File: src/rtl/red_seq_unit.sv
// red_seq_unit: multi-cycle signed nibble-pair reduction responder.
// Accumulates one A/B nibble pair per cycle and returns a sign-extended sum.
module red_seq_unit #(
    parameter int DATA_W = 16,
    parameter int NIBS   = DATA_W / 4,
    parameter int ACC_W  = 8
) (
    input  logic              clk,
    input  logic              rst,
    input  logic              start,
    input  logic [DATA_W-1:0] A,
    input  logic [DATA_W-1:0] B,
    output logic              busy,
    output logic              done,
    output logic [DATA_W-1:0] S
);

    localparam int IDX_W = (NIBS > 1) ? $clog2(NIBS) : 1;
    localparam logic [IDX_W-1:0] LAST = IDX_W'(NIBS - 1);

    typedef enum logic [1:0] {
        IDLE,
        ACCUM,
        DONE
    } state_t;

    state_t              state_q, state_d;
    logic [DATA_W-1:0]   a_q, a_d;
    logic [DATA_W-1:0]   b_q, b_d;
    logic [ACC_W-1:0]    acc_q, acc_d;
    logic [IDX_W-1:0]    idx_q, idx_d;
    logic [DATA_W-1:0]   s_q, s_d;

    logic [3:0]          nib_a;
    logic [3:0]          nib_b;
    logic [ACC_W-1:0]    sum;
    logic                accept;

    // Current nibble pair sign-extended and added to the running sum.
    always_comb begin
        nib_a = a_q[4*idx_q +: 4];
        nib_b = b_q[4*idx_q +: 4];
        sum   = acc_q
              + {{(ACC_W-4){nib_a[3]}}, nib_a}
              + {{(ACC_W-4){nib_b[3]}}, nib_b};
    end

    // Next-state and datapath control; DONE accepts a new request like IDLE.
    always_comb begin
        state_d = state_q;
        a_d     = a_q;
        b_d     = b_q;
        acc_d   = acc_q;
        idx_d   = idx_q;
        s_d     = s_q;
        accept  = start && (state_q != ACCUM);

        unique case (state_q)
            IDLE, DONE: begin
                if (accept) begin
                    a_d     = A;
                    b_d     = B;
                    acc_d   = '0;
                    idx_d   = '0;
                    state_d = ACCUM;
                end else begin
                    state_d = IDLE;
                end
            end
            ACCUM: begin
                acc_d = sum;
                idx_d = idx_q + 1'b1;
                if (idx_q == LAST) begin
                    s_d     = {{(DATA_W-ACC_W){sum[ACC_W-1]}}, sum};
                    idx_d   = '0;
                    state_d = DONE;
                end
            end
            default: state_d = IDLE;
        endcase
    end

    // State and datapath registers with synchronous reset.
    always_ff @(posedge clk) begin
        if (rst) begin
            state_q <= IDLE;
            a_q     <= '0;
            b_q     <= '0;
            acc_q   <= '0;
            idx_q   <= '0;
            s_q     <= '0;
        end else begin
            state_q <= state_d;
            a_q     <= a_d;
            b_q     <= b_d;
            acc_q   <= acc_d;
            idx_q   <= idx_d;
            s_q     <= s_d;
        end
    end

    // Moore outputs decoded from state.
    always_comb begin
        busy = (state_q == ACCUM);
        done = (state_q == DONE);
        S    = s_q;
    end

endmodule

File: config.mk
export PLATFORM = sky130hd
export DESIGN_NAME = red_seq_unit
export DESIGN_NICKNAME = d
export VERILOG_FILES = /design/src/rtl/red_seq_unit.sv
export SDC_FILE = /design/constraint.sdc
export NUM_CORES = 1
export LEC_CHECK = 0
export BUFFER_PORTS_ARGS = -buffer_cell sky130_fd_sc_hd__buf_2
export CAP_MARGIN = 25
export CORE_MARGIN = 10
export CORE_UTILIZATION = 54
export CTS_BUF_LIST = sky130_fd_sc_hd__clkbuf_8 sky130_fd_sc_hd__clkbuf_16
export DETAILED_ROUTE_END_ITERATION = 10
export PLACE_DENSITY = 0.79
export SETUP_SLACK_MARGIN = 0.05
export SYNTH_ARGS = -nofsm -noshare
export SYNTH_HDL_FRONTEND = slang
export SYNTH_SLANG_ARGS = --single-unit
File: constraint.sdc
create_clock -name clk -period 4.4 [get_ports clk]
set_clock_uncertainty 0.15 [all_clocks]
set_input_delay 0.44 -clock clk [delete_from_list [all_inputs] [get_ports clk]]
set_output_delay 0.44 -clock clk [all_outputs]
set_load 0.01 [all_outputs]
==> metrics.txt <==
# TYPE chip_impl_metric gauge
chip_impl_metric{name="fmax",unit="GHz"} 0.2822
chip_impl_metric{name="number_of_fill_cells",unit=""} 372
chip_impl_metric{name="drt_pre_antenna_iters",unit=""} 4
chip_impl_metric{name="drt.antenna.violating_nets",unit=""} 0
chip_impl_metric{name="viasPerCell",unit=""} 5.349
chip_impl_metric{name="timing.critical_path.arrival",unit="ps"} 3610
chip_impl_metric{name="syn2layout_area_growth",unit="%"} 13.32
chip_impl_metric{name="grt_first_pass_wirelength",unit="um"} 9273
chip_impl_info{name="rsz0062_at_grt",value="no"} 1
chip_impl_metric{name="design.portCount",unit=""} 53
chip_impl_info{name="top_layer",value="met4"} 1
chip_impl_metric{name="netlist_area",unit="mm^2"} 0.002509
chip_impl_metric{name="postRouteWirelength",unit="um"} 5494
chip_impl_metric{name="timing.max_cap.violations",unit=""} 0
chip_impl_metric{name="cts_post_setup_buffers_inserted",unit=""} 0
chip_impl_info{name="tritoncts",value="built"} 1
chip_impl_metric{name="cts.repair.resized",unit=""} 0
chip_impl_metric{name="yosys_register_bits",unit=""} 52
chip_impl_metric{name="clock_tree.buffer_depth",unit=""} 2
chip_impl_metric{name="total_of_warnings_raised_by_yosys",unit=""} 0
chip_impl_metric{name="tritoncts_num_sinks",unit=""} 52
chip_impl_metric{name="timing_max_transition_violations_final",unit=""} 0
chip_impl_metric{name="slew-limit-headroom",unit=""} 0.3413
chip_impl_metric{name="core_region_area",unit="mm^2"} 0.004414
chip_impl_metric{name="period_needed",unit="ps"} 3543
chip_impl_metric{name="insertion_delay",unit="ps"} 300
chip_impl_info{name="ctsRootBufferMaster",value="clkbuf_8"} 1
chip_impl_metric{name="wirelength_met1",unit="um"} 2383
chip_impl_metric{name="chipWidth",unit="um"} 88.16
chip_impl_metric{name="row_count",unit=""} 24
chip_impl_metric{name="die_outline_area",unit="mm^2"} 0.007772
chip_impl_metric{name="die_h",unit="um"} 88.16
chip_impl_info{name="layout.cells.most_common_list",value="75 x nand2_1, 52 x dfxtp_1, 52 x buf_2"} 1
chip_impl_metric{name="setup_viol_count_final",unit=""} 0
chip_impl_info{name="run_status",value="finished clean"} 1
chip_impl_metric{name="grt_antenna_before_repair",unit=""} 0
chip_impl_metric{name="synth_seq_area_share",unit=""} 0.4150
chip_impl_metric{name="wl_met2",unit="um"} 2747
chip_impl_metric{name="synth_cell_types",unit=""} 32
chip_impl_metric{name="net-switching-power",unit="W"} 0.0002718
chip_impl_metric{name="clockPowerShare",unit=""} 0.309
chip_impl_metric{name="synth_fp_nets",unit=""} 334
chip_impl_metric{name="initial_core_util",unit=""} 0.5683
chip_impl_metric{name="fin_nets",unit=""} 369
chip_impl_info{name="critical_path.startpoint_type",value="flip-flop"} 1
chip_impl_metric{name="power.density",unit="mW/mm^2"} 358.4
chip_impl_metric{name="critical_path.max_fanout",unit=""} 11
chip_impl_metric{name="detailroute.via_count",unit=""} 1990
chip_impl_metric{name="count_of_hold_fix_buffers_inserted_at_cts",unit=""} 0
chip_impl_metric{name="groute.usage.overall",unit=""} 0.1460
chip_impl_info{name="hold_path_class",value="in -> reg"} 1
chip_impl_metric{name="met3RoutedLength",unit="um"} 297
chip_impl_metric{name="global_route.overflow_total",unit=""} 0
chip_impl_metric{name="num_antenna_cells",unit=""} 0
chip_impl_metric{name="grt_max_degree",unit=""} 55
chip_impl_metric{name="worst_slew_pin_slew",unit="ps"} 986.1
chip_impl_metric{name="worstHoldPathCells",unit=""} 3
chip_impl_metric{name="post_synth_inst_count",unit=""} 284
chip_impl_metric{name="hold_violation_total_from_the_final_report",unit=""} 0
chip_impl_metric{name="p_comb_frac",unit=""} 0.186
chip_impl_metric{name="required_time_reported_for_the_critical_path_endpoint",unit="ps"} 4460
chip_impl_metric{name="globalplace.congestion",unit=""} 0.8525
chip_impl_metric{name="reg2regPathDepth",unit=""} 12
chip_impl_metric{name="drc",unit=""} 0
chip_impl_info{name="crit_type",value="reg -> reg"} 1
chip_impl_metric{name="via_count_of_the_first_global_routing_pass",unit=""} 2047
chip_impl_metric{name="detail_route.iter0.violations",unit=""} 131
chip_impl_metric{name="internal_power",unit="W"} 0.0007471
chip_impl_metric{name="aggregate_negative_setup_slack",unit="ps"} 0
chip_impl_metric{name="cts_buffers",unit=""} 5
chip_impl_metric{name="port_buffers",unit=""} 52
chip_impl_metric{name="h-tree-depth",unit=""} 2
chip_impl_metric{name="hpwl",unit="um"} 4075
chip_impl_metric{name="seq_power_share",unit=""} 0.505
chip_impl_metric{name="power.share.switching",unit=""} 0.2667
chip_impl_metric{name="cts.clk_slew.worst_paths",unit="ps"} 90
chip_impl_info{name="nature_of_the_critical_path_endpoint",value="flip-flop"} 1
chip_impl_metric{name="drt-wirelength-per-cell",unit="um"} 14.77
chip_impl_metric{name="fin_util",unit=""} 0.6440
chip_impl_metric{name="post_route_cells_drive_above_1_share",unit=""} 0.2063
chip_impl_metric{name="postLayoutCellArea",unit="mm^2"} 0.002843
chip_impl_metric{name="max-vdd-ir-drop",unit="uV"} 206.6
chip_impl_metric{name="min_period_over_period",unit=""} 0.8053
chip_impl_info{name="most_common_cell_after_layout_fill_and_taps_aside",value="nand2_1"} 1
chip_impl_metric{name="syn_area_per_cell",unit="um^2"} 8.833
chip_impl_metric{name="placed_area",unit="mm^2"} 0.002735
chip_impl_metric{name="p_leak",unit="nW"} 1.245
==> stage by stage <==
stage / hold WS [ps] / total power, W / instances / setup WS [ps]
3_3_place_gp: 289.0 / 0.0006981 / 363 / 1002
2_1_floorplan: 281.5 / 0.0006589 / 284 / 1329
3_5_place_dp: 294.3 / 0.0007116 / 364 / 871.9
4_1_cts: 209.7 / 0.001025 / 372 / 855.6
5_1_grt: 209.2 / 0.001073 / 372 / 607.5
6_report: 216.8 / 0.001019 / 372 / 856.8
==> per-layer routing <==
layer | track usage | up-vias
met5 | 0 | -
met4 | 0.03566 | 0
met3 | 0.03993 | 7
met2 | 0.2515 | 51
met1 | 0.1755 | 920
li1 | - | 1012
==> cell type report <==
type,count,area (um^2),area share
timing repair buffer,54,295.3,0.1039
sequential,52,1041,0.3662
clock buffer,5,68.82,0.02421
tap,52,65.06,0.02289
inverter,12,45.04,0.01585
multi-input combinational,194,1289,0.4533
clock inverter,3,38.79,0.01364
==> critical path: stages (launching register included) <==
cell and delay, ps:
dfxtp_1 660, mux4_1 620, inv_1 90, fa_1 410
inv_1 70, ha_1 170, inv_1 60, fa_1 420
nor2b_1 170, o31a_1 160, o22ai_1 100, xnor2_1 150
a211oi_1 230
==> power groups by stage <==
stage | clock network, W | registers [W] | logic (W)
finish | 0.000315 | 0.000515 | 0.000189
global route | 0.000341 | 0.000519 | 0.000212
CTS | 0.000322 | 0.000515 | 0.000188
detailed placement | 0 | 0.000526 | 0.000186
global placement | 0 | 0.000525 | 0.000173
floorplan | 0 | 0.000517 | 0.000142
==> synth_stat cells <==
master | number | share of area
nand3b_1 | 2 | 0.0060
nand2b_1 | 3 | 0.0075
a22oi_1 | 7 | 0.021
nor2_1 | 15 | 0.022
buf_4 | 8 | 0.024
or2_2 | 1 | 0.0025
nor2b_1 | 4 | 0.010
a21o_1 | 1 | 0.0030
mux4_1 | 6 | 0.063
clkbuf_1 | 16 | 0.024
a311oi_1 | 1 | 0.0035
nand2_1 | 75 | 0.11
inv_1 | 12 | 0.018
o31a_1 | 1 | 0.0035
a211oi_1 | 2 | 0.0060
xnor2_1 | 6 | 0.021
or4b_2 | 1 | 0.0040
buf_6 | 1 | 0.0045
and2_1 | 1 | 0.0025
nor3b_1 | 1 | 0.0030
a21oi_1 | 41 | 0.082
o31ai_1 | 1 | 0.0030
o2111a_1 | 1 | 0.0045
o21ai_0 | 4 | 0.0080
a31oi_1 | 1 | 0.0025
dfxtp_1 | 52 | 0.41
ha_1 | 7 | 0.035
o22ai_1 | 1 | 0.0025
buf_2 | 1 | 0.0020
fa_1 | 8 | 0.064
o21a_1 | 1 | 0.0030
mux4_2 | 2 | 0.018
==> logic make-up after synthesis <==
| family | count (synthesis) | share of synthesized area |
|---|---|---|
| muxes | 8 | 0.08080 |
| AOI/OAI and AO/OA | 62 | 0.1422 |
| buffers and inverters | 38 | 0.07232 |
| adders and majority gates | 15 | 0.09875 |
| DFF | 52 | 0.4150 |
| xor gates and xnor gates | 6 | 0.02095 |
| and+or+nand+nor | 103 | 0.1701 |
==> registers in the layout, indices dropped and copies added (netlist names) <==
register,flops
state_q,2
b_q,16
idx_q,2
S,8
acc_q,8
a_q,16
==> final timing paths <==
kind	startpoint	to	slack, ps
setup / recovery	idx_q[0]$_SDFFE_PP0P_	S[7]$_SDFFE_PP0P_	860
hold / removal	A[9]	a_q[9]$_SDFFE_PP0P_	220
hold reg to reg	S[4]$_SDFFE_PP0P_	S[4]$_SDFFE_PP0P_	300
setup reg to reg	idx_q[0]$_SDFFE_PP0P_	S[7]$_SDFFE_PP0P_	860
No activity file was read; power rests on OpenSTA's default activity.
